## src/rtl/fifo_frame_packer_pkg.sv

```systemverilog
// fifo_pkg: shared constants and types for the FIFO frame packer slice.
//   FIFO_WIDTH     - default data word width, matches the synchronous FIFO
//   packer_state_e - packer FSM state encoding {IDLE, LOAD, SEND, CSUM}
package fifo_pkg;

  localparam int FIFO_WIDTH = 16;

  typedef enum logic [1:0] {
    IDLE = 2'd0,
    LOAD = 2'd1,
    SEND = 2'd2,
    CSUM = 2'd3
  } packer_state_e;

endpackage

```

## src/rtl/fifo_frame_packer_if.sv

```systemverilog
// fifo_frame_packer_if: groups the FIFO read-side signals and the outgoing
// frame stream of the packer.
//   fifo_empty, fifo_data_out, fifo_rd_en - FIFO read port (data_out valid
//                                           the cycle after rd_en)
//   m_data, m_valid, m_last, m_ready      - outgoing word stream
// Stream handshake: a word transfers on a rising edge where m_valid and
// m_ready are both 1. Once m_valid is raised, m_data/m_valid/m_last hold
// steady until that transfer; m_ready may be low for any number of cycles
// and may be high before or in the same cycle that m_valid rises.
// Modports: master = packer side, slave = FIFO model / stream consumer side.
interface fifo_frame_packer_if import fifo_pkg::*; #(
  parameter int WIDTH = FIFO_WIDTH
) ();

  logic             fifo_empty;
  logic [WIDTH-1:0] fifo_data_out;
  logic             fifo_rd_en;
  logic [WIDTH-1:0] m_data;
  logic             m_valid;
  logic             m_last;
  logic             m_ready;

  modport master (
    input  fifo_empty,
    input  fifo_data_out,
    input  m_ready,
    output fifo_rd_en,
    output m_data,
    output m_valid,
    output m_last
  );

  modport slave (
    output fifo_empty,
    output fifo_data_out,
    output m_ready,
    input  fifo_rd_en,
    input  m_data,
    input  m_valid,
    input  m_last
  );

endinterface

```

## src/rtl/fifo_frame_packer_csum_acc.sv

```systemverilog
// frame_csum_acc: WIDTH-bit modular accumulator for the frame checksum.
//   clk, rst  - clock and synchronous active-high reset
//   add_en    - add add_data into the running sum this cycle
//   clr       - zero the sum (wins over add_en)
//   add_data  - word to accumulate
//   sum       - running sum, carry out of the top bit is dropped
module frame_csum_acc #(
  parameter int WIDTH = 16
) (
  input  logic             clk,
  input  logic             rst,
  input  logic             add_en,
  input  logic             clr,
  input  logic [WIDTH-1:0] add_data,
  output logic [WIDTH-1:0] sum
);

  always_ff @(posedge clk) begin
    if (rst || clr) begin
      sum <= '0;
    end else if (add_en) begin
      sum <= sum + add_data;
    end
  end

endmodule

```

## src/rtl/fifo_frame_packer.sv

```systemverilog
// fifo_frame_packer: pops words from the FIFO read port, forwards them as
// frames of FRAME_LEN words on a valid/ready stream and closes each frame
// with a checksum word flagged by m_last. Sole driver of the FIFO rd_en.
//   clk, rst   - clock and synchronous active-high reset
//   bus        - master side of fifo_frame_packer_if (FIFO read + stream)
//   frame_cnt  - number of completed frames, wraps 255 -> 0
//   state_dbg  - current FSM state for observation
module fifo_frame_packer import fifo_pkg::*; #(
  parameter int FIFO_WIDTH = fifo_pkg::FIFO_WIDTH,
  parameter int FRAME_LEN  = 4
) (
  input  logic                clk,
  input  logic                rst,
  fifo_frame_packer_if.master bus,
  output logic [7:0]          frame_cnt,
  output packer_state_e       state_dbg
);

  localparam logic [7:0] LAST_IDX = 8'(FRAME_LEN - 1);

  packer_state_e         state_q;
  packer_state_e         state_d;
  logic [FIFO_WIDTH-1:0] data_q;
  logic [FIFO_WIDTH-1:0] csum;
  logic [7:0]            word_cnt_q;
  logic                  load_word;
  logic                  data_accept;
  logic                  csum_accept;

  assign state_dbg = state_q;

  always_ff @(posedge clk) begin
    if (rst) begin
      state_q <= IDLE;
    end else begin
      state_q <= state_d;
    end
  end

  // Stream outputs are decoded from registered state only, so they cannot
  // change while a word is waiting for m_ready. Reads are issued only from
  // IDLE, which keeps at most one popped word in flight.
  always_comb begin
    state_d         = state_q;
    bus.fifo_rd_en  = 1'b0;
    bus.m_valid     = 1'b0;
    bus.m_last      = 1'b0;
    bus.m_data      = '0;
    load_word       = 1'b0;
    data_accept     = 1'b0;
    csum_accept     = 1'b0;
    case (state_q)
      IDLE: begin
        if (!bus.fifo_empty && !rst) begin
          bus.fifo_rd_en = 1'b1;
          state_d        = LOAD;
        end
      end
      LOAD: begin
        load_word = 1'b1;
        state_d   = SEND;
      end
      SEND: begin
        bus.m_valid = 1'b1;
        bus.m_data  = data_q;
        if (bus.m_ready) begin
          data_accept = 1'b1;
          state_d     = (word_cnt_q == LAST_IDX) ? CSUM : IDLE;
        end
      end
      CSUM: begin
        bus.m_valid = 1'b1;
        bus.m_last  = 1'b1;
        bus.m_data  = csum;
        if (bus.m_ready) begin
          csum_accept = 1'b1;
          state_d     = IDLE;
        end
      end
      default: begin
        state_d = IDLE;
      end
    endcase
  end

  always_ff @(posedge clk) begin
    if (rst) begin
      data_q     <= '0;
      word_cnt_q <= '0;
      frame_cnt  <= '0;
    end else begin
      if (load_word) begin
        data_q <= bus.fifo_data_out;
      end
      if (csum_accept) begin
        word_cnt_q <= '0;
        frame_cnt  <= frame_cnt + 8'd1;
      end else if (data_accept) begin
        word_cnt_q <= word_cnt_q + 8'd1;
      end
    end
  end

  frame_csum_acc #(
    .WIDTH(FIFO_WIDTH)
  ) u_csum (
    .clk      (clk),
    .rst      (rst),
    .add_en   (load_word),
    .clr      (csum_accept),
    .add_data (bus.fifo_data_out),
    .sum      (csum)
  );

endmodule

```

## src/flat_wrapper.sv

```systemverilog
// flat-port wrapper written by rule: the top's interface ports become plain ports
module fifo_frame_packer_flat import fifo_pkg::*;
#(
  parameter int FIFO_WIDTH = fifo_pkg::FIFO_WIDTH,
  parameter int FRAME_LEN  = 4
)
  (clk, rst, frame_cnt, state_dbg, bus_fifo_empty, bus_fifo_data_out, bus_m_ready, bus_fifo_rd_en, bus_m_data, bus_m_valid, bus_m_last);
  fifo_frame_packer_if #(.WIDTH((FIFO_WIDTH))) bus_i ();
  input  logic clk;
  input  logic rst;
  output logic [7:0] frame_cnt;
  output packer_state_e state_dbg;
  input wire logic [$bits(bus_i.fifo_empty)-1:0] bus_fifo_empty;
  input wire logic [$bits(bus_i.fifo_data_out)-1:0] bus_fifo_data_out;
  input wire logic [$bits(bus_i.m_ready)-1:0] bus_m_ready;
  output wire logic [$bits(bus_i.fifo_rd_en)-1:0] bus_fifo_rd_en;
  output wire logic [$bits(bus_i.m_data)-1:0] bus_m_data;
  output wire logic [$bits(bus_i.m_valid)-1:0] bus_m_valid;
  output wire logic [$bits(bus_i.m_last)-1:0] bus_m_last;
  assign bus_i.fifo_empty = bus_fifo_empty;
  assign bus_i.fifo_data_out = bus_fifo_data_out;
  assign bus_i.m_ready = bus_m_ready;
  assign bus_fifo_rd_en = bus_i.fifo_rd_en;
  assign bus_m_data = bus_i.m_data;
  assign bus_m_valid = bus_i.m_valid;
  assign bus_m_last = bus_i.m_last;
  fifo_frame_packer #(.FIFO_WIDTH(FIFO_WIDTH), .FRAME_LEN(FRAME_LEN)) u_core (.clk(clk), .rst(rst), .bus(bus_i), .frame_cnt(frame_cnt), .state_dbg(state_dbg));
endmodule
```

## config.mk

```make
export PLATFORM = sky130hd
export DESIGN_NAME = fifo_frame_packer_flat
export DESIGN_NICKNAME = d
export VERILOG_FILES = /design/src/rtl/fifo_frame_packer_pkg.sv /design/src/rtl/fifo_frame_packer_if.sv /design/src/rtl/fifo_frame_packer_csum_acc.sv /design/src/rtl/fifo_frame_packer.sv /design/src/flat_wrapper.sv
export SDC_FILE = /design/constraint.sdc
export NUM_CORES = 1
export LEC_CHECK = 0
export BUFFER_PORTS_ARGS = -buffer_cell sky130_fd_sc_hd__buf_2
export CAP_MARGIN = 5
export CORE_UTILIZATION = 50
export CTS_BUF_LIST = sky130_fd_sc_hd__clkbuf_4
export DETAILED_ROUTE_END_ITERATION = 10
export PLACE_DENSITY_LB_ADDON = 0.08
export SETUP_SLACK_MARGIN = 0.1
export SLEW_MARGIN = 40
export SYNTH_ARGS = -nofsm -noshare
export SYNTH_HDL_FRONTEND = slang
export SYNTH_HIERARCHICAL = 1
export SYNTH_SLANG_ARGS = --single-unit
```

## constraint.sdc

```tcl
create_clock -name clk -period 5.8 [get_ports clk]
set_clock_uncertainty 0.05 [all_clocks]
set_input_delay 1.16 -clock clk [delete_from_list [all_inputs] [get_ports clk]]
set_output_delay 1.16 -clock clk [all_outputs]
set_load 0.005 [all_outputs]
```

==> results of run 1 <==
==> stage by stage <==
stage	hold WS, ns	total power [W]	instance area (um2)
finish	0.414	0.000789	3400
global route	0.437	0.000838	3400
CTS	0.416	0.000797	3400
detailed placement	0.396	0.000586	3310
global placement	0.391	0.000584	3310
floorplan	0.386	0.000542	3060
==> path summary, 6_finish.rpt <==
check / endpoint / slack (ns)
worst max register to register: u_core/u_csum/sum[15] / 3.08
worst max-delay path: bus_fifo_rd_en / 2.67
worst min-delay path: u_core/data_q[14] / 0.41
worst min register to register: u_core/data_q[14] / 0.41
==> cell type report <==
cell class	count	area share, %
Clock buffer	6	1.33
Clock inverter	2	1.11
Inverter	4	0.479
Multi-Input combinational cell	290	57.1
Sequential cell	50	29.5
Tap cell	75	2.76
Timing Repair Buffer	51	7.74
==> tightest hold or removal path, cell delays in order, from the launching register on <==
cell and delay, ns:
dfxtp_1 0.34, nand2_1 0.05, a21oi_1 0.05
==> where the power goes <==
group / switching (W) / internal, W / leakage, nW
sequential: 0.0000149 / 0.000364 / 0.406
combinational: 0.000118 / 0.0000831 / 0.954
clock: 0.000114 / 0.0000958 / 0.0419
==> cell families after synthesis <==
logic type               count (synthesis)
multiplexers                            26
adder cells (fa/ha/maj)                 18
buffers and inverters                   23
AO/OA/AOI/OAI                           88
XOR/XNOR                                11
flip-flops                              50
AND/OR/NAND/NOR                        147
==> sequential cells by signal (all words and copies together), names as in the netlist <==
signal	cells
u_core/word_cnt_q	8
u_core/frame_cnt	8
u_core/data_q	16
u_core/state_dbg	2
u_core/u_csum/sum	16
==> metal layers <==
| metal | part of all wire [%] | routed length [um] |
|---|---|---|
| met2 | 47 | 3240 |
| met3 | 2.8 | 197 |
| met4 | 0.79 | 55 |
| met5 | 0 | 0 |
| met1 | 50 | 3460 |
==> cell usage after synthesis, drive strengths merged, types with 7 or more instances <==
cell type  count
a21oi         38
buf           13
dfxtp         50
ha            17
mux2i         26
nand2         51
nand3         12
nor2          26
nor2b         16
o21ai         14
or3            7
==> cell usage in the layout (no fill, tap or decap), drive strengths merged, types with 7 or more instances in the layout <==
master  count
buf        51
nor2b      16
or3         7
dfxtp      50
nand2      51
o21ai      14
mux2i      26
a21oi      38
nand3      12
ha         17
nor2       26
==> results.json, run 1 <==
{
  "powerDensity_mw_per_mm2": 232,
  "initial_core_util_pct": 51.7,
  "reg2reg_depth": 8,
  "place.gp.congestion": 0.858,
  "preCtsSetupSlack_ns": 2.52,
  "dieWidth_um": 80.3,
  "fill_cells": 601,
  "yosysWarnings": 6,
  "ys_seq_area_share_pct": 32.7,
  "rsz0062_at_grt": "no",
  "syn_area_mm2": 0.00306,
  "die_area_mm2": 0.00644,
  "crit_type": "primary input to output pin",
  "clkTransAtPathRegs_ns": 0.15,
  "hold_start": "u_core/data_q[14]",
  "whs_path_depth": 2,
  "clk_latency_ns": 0.37,
  "async_reset_ff_share_pct": 0,
  "fp.coreArea_mm2": 0.00592,
  "r2r-start": "u_core/state_dbg[1]",
  "num-nets-final": 440,
  "antenna_found_initial": 0,
  "critical_path.cell_chain": "buf_2, nor4_1, buf_2",
  "fin_crit_sh_pct": 53.9,
  "cpLargestDelayFamily": "buffers and inverters",
  "synth_enable_flop_cells": 0,
  "critPathArrivalTime_ns": 1.92,
  "grt.total_usage_pct": 22.7,
  "drt-total-wl_um": 6950,
  "first_pass_iters": 4,
  "post_cts_buffers": 0,
  "min_path_type": "flop to flop",
  "path_common_cell": "buf_2",
  "clock-sinks": 50,
  "placed_cells": 470,
  "ys_top_cells_by_area": "dfxtp_1 33%, mux2i_1 8.5%, ha_1 6.9%, nand2_1 6.1%, a21oi_1 6.0%",
  "start_kind": "primary input",
  "hold_viol": 0,
  "p_leak_nw": 1.40,
  "yosys.area.top_type": "dfxtp_1",
  "final_max_slew_viol_count": 0,
  "tightest_slew_ns": 0.675,
  "cts-root-buf": "clkbuf_4",
  "yosys.area_share.adder_pct": 7.60,
  "worstPathRequired_ns": 4.59,
  "avgSynthCellArea_um2": 8.44,
  "synth_top_family_by_area": "simple AND/OR/NAND/NOR gates",
  "syn_to_final_growth_pct": 10.9,
  "multi_input_area_mm2": 0.00194,
  "synthesis.nets": 401,
  "grt_pass1_wl_um": 11200,
  "yosysTopAreaCellShare_pct": 32.7,
  "synth_xor_area_share_pct": 3.15,
  "vias": 2693,
  "met2_usage_pct": 36.8,
  "setup-tns-final_ns": 0,
  "synth_cells": 363,
  "muxShareOfSynthArea_pct": 8.50,
  "synth-simple-area-share_pct": 25.3,
  "cts_tree": "yes",
  "dieHeight_um": 80.3,
  "drive_gt1_share_pct": 18.9,
  "grt_overflow": 0,
  "antenna_left": 0,
  "critPathLaunch": "rst",
  "drt_iter0_drc": 108,
  "cp.depth": 3,
  "utilization_pct": 57.4,
  "ys_ff_latch": 50,
  "hold_buffers": 0,
  "fmax_mhz": 320,
  "min_period_ns": 3.13,
  "synth_compound_area_share_pct": 18.8,
  "max_stage_delay_ns": 0.49,
  "h-tree-depth": 2,
  "ys.flop_type": "dfxtp_1",
  "outcome": "completed",
  "dpl.hpwl_um": 5020,
  "ctsResizeCount": 0,
  "io_buffers": 48,
  "antenna_cells": 0,
  "cap_viol_max_count": 0,
  "setup_viol": 0,
  "ctsLongestPathBuffers": 2,
  "vias_per_cell": 5.63,
  "first_global_vias": 2382,
  "end_kind": "output pin",
  "grt_util_met3_pct": 4.77,
  "slowest_stage": "buf_2",
  "final_cells": 478,
  "row_count": 28,
  "grt_max_degree": 34,
  "wl_per_cell_um": 14.5,
  "crit_fanout": 33,
  "met1_usage_pct": 30.6,
  "vdd_drop_max_mv": 0.173,
  "post-route-drc-count": 0,
  "cp.buffers_inverters": 2,
  "synth.distinct_cells": 57,
  "io_pins": 49,
  "relSlewSlack_pct": 55.0,
  "numCtsBuffers": 5,
  "seqCellArea_mm2": 0.00100,
  "top_usage_layer": "met2",
  "setup_slack_ns": 2.67
}
Power figures use the tool's default switching activity.
==> run 2: changes to the inputs <==
- clock period: 5.8 -> 2.7 ns (I/O delays scaled with it)
==> run 2 against run 1 <==
Net effect: global-route usage shrank 0.93 points; combinational power up 110%; sequential power grew 120%; non-clock buffer count grew 3; clock power rose to 2.6 times the previous value; count of clock-buffer cells in the layout is 1 lower; sequential share of layout area down 0.37 points; first-iteration DRC count increased by 29%; critical path type is now flop to flop; critical endpoint is now u_core/u_csum/sum[12]; largest cell class unchanged.
==> results.json, run 2 (synthesized netlist as in run 1, its figures left out) <==
{
  "outcome": "completed",
  "reg2reg_depth": 8,
  "hold_viol": 0,
  "initial_core_util_pct": 51.7,
  "first_pass_iters": 4,
  "cap_viol_max_count": 0,
  "syn_to_final_growth_pct": 12.4,
  "worstPathRequired_ns": 2.97,
  "post_cts_buffers": 0,
  "io_buffers": 48,
  "vias_per_cell": 5.60,
  "grt_util_met3_pct": 3.41,
  "powerDensity_mw_per_mm2": 522,
  "dieHeight_um": 80.3,
  "biggestRegsByFlops": "u_core/data_q x16, u_core/u_csum/sum x16",
  "placed_area_mm2": 0.00334,
  "layout_commonest_cell": "nand2_1",
  "min_path_type": "primary input to flop",
  "cts-root-buf": "clkbuf_4",
  "setup_viol": 0,
  "slowest_stage": "fa_1",
  "num-nets-final": 443,
  "whs_path_depth": 2,
  "grt.total_usage_pct": 21.8,
  "first_global_vias": 2308,
  "p_leak_nw": 1.43,
  "cp.depth": 8,
  "critPathLaunch": "u_core/u_csum/sum[0]",
  "die_area_mm2": 0.00644,
  "max_stage_delay_ns": 0.41,
  "relSlewSlack_pct": 67.4,
  "met2_usage_pct": 34.7,
  "setup-tns-final_ns": 0,
  "crit_fanout": 3,
  "top_usage_layer": "met2",
  "ctsLongestPathBuffers": 2,
  "p_switching_w": 0.000540,
  "place.gp.congestion": 0.837,
  "critPathArrivalTime_ns": 2.61,
  "drt-total-wl_um": 6800,
  "vias": 2692,
  "fin_crit_sh_pct": 86.9,
  "critical_path.cell_chain": "ha_1, fa_1, a21oi_1, o21ai_1, a221oi_2, o21ai_1, a211o_1, nand3_1",
  "crit_type": "flop to flop",
  "dieWidth_um": 80.3,
  "seqPwrFrac_pct": 45.9,
  "start_kind": "flop",
  "clk_latency_ns": 0.37,
  "min_period_ns": 2.35,
  "p_comb_share_pct": 23.7,
  "fp.coreArea_mm2": 0.00592,
  "antenna_cells": 0,
  "drive_gt1_share_pct": 19.7,
  "rsz0062_at_grt": "no",
  "fmax_mhz": 426,
  "antenna_found_initial": 0,
  "p_sw_share_pct": 30.1,
  "wl_per_cell_um": 14.1,
  "mostFrequentLayoutCells": "50 x nand2_1, 49 x dfxtp_1, 48 x buf_2",
  "final_area_mm2": 0.00344,
  "hold_start": "bus_fifo_empty",
  "clkTransAtPathRegs_ns": 0.16,
  "power.share.clock_pct": 30.4,
  "grt_pass1_wl_um": 11000,
  "dpl.hpwl_um": 4840,
  "r2r-start": "u_core/u_csum/sum[0]",
  "antenna_left": 0,
  "cpLargestDelayFamily": "compound AO/OA/AOI/OAI gates",
  "h-tree-depth": 2,
  "row_count": 28,
  "intPower_w": 0.00126,
  "cp.buffers_inverters": 0,
  "numCtsBuffers": 5,
  "cts_tree": "yes",
  "grt_overflow": 0,
  "grt_max_degree": 24,
  "drt_iter0_drc": 139,
  "clock-sinks": 50,
  "path_common_cell": "o21ai_1",
  "final_max_slew_viol_count": 0,
  "io_pins": 49,
  "tightest_slew_ns": 0.488,
  "post-route-drc-count": 0,
  "fill_cells": 549,
  "vdd_drop_max_mv": 0.259,
  "end_kind": "flop",
  "met1_usage_pct": 30.3
}
[run 2: worst paths after layout]
path / slack, ns / endpoint
worst min register to register: 0.42 / u_core/data_q[7]
worst max register to register: 0.35 / u_core/u_csum/sum[12]
worst max-delay path: 0.35 / u_core/u_csum/sum[12]
worst min-delay path: 0.33 / u_core/state_dbg[1]
[run 2: layout make-up]
cell class / instances / area [um2] / area share, %
clock inverter: 3 / 68.8 / 2.00
clock buffer: 5 / 37.5 / 1.09
timing repair buffer: 54 / 285 / 8.28
multi-input combinational: 290 / 1940 / 56.3
tap: 75 / 93.8 / 2.73
sequential: 50 / 1000 / 29.1
inverter: 4 / 16.3 / 0.472
[run 2: timing repair]
action,4_1_cts,5_1_grt
resized for setup,0,1
hold buffers,0,0
endpoints found under the setup margin,0,9
[run 2: routing by layer]
metal  share of wire [%]  routed length, um  vias up
li1                    -                  -     1388
met1                  51               3480     1266
met2                  46               3100       32
met3                 2.4                160        6
met4                0.82                 56        0
met5                   0                  0        -
[run 2: power groups by stage]
| stage | Combinational, W | Clock, W | Sequential [W] |
|---|---|---|---|
| 2_1_floorplan | 0.000341 | 0 | 0.000824 |
| 3_3_place_gp | 0.000420 | 0 | 0.000840 |
| 3_5_place_dp | 0.000422 | 0 | 0.000842 |
| 4_1_cts | 0.000425 | 0.000561 | 0.000826 |
| 5_1_grt | 0.000473 | 0.000587 | 0.000833 |
| 6_report | 0.000425 | 0.000546 | 0.000825 |
[run 2: metrics by stage]
step                power [W]  hold WS (ns)  instances  utilization [%]  setup slack (ns)
CTS                   0.00181         0.313        481             58.1             0.132
finish                0.00180         0.327        481             58.2             0.355
detailed placement    0.00126         0.397        473             56.3            0.0613
global route          0.00189         0.319        481             58.2             0.253
floorplan             0.00116         0.386        363                -             0.365
global placement      0.00126         0.391        473             56.3            0.0974
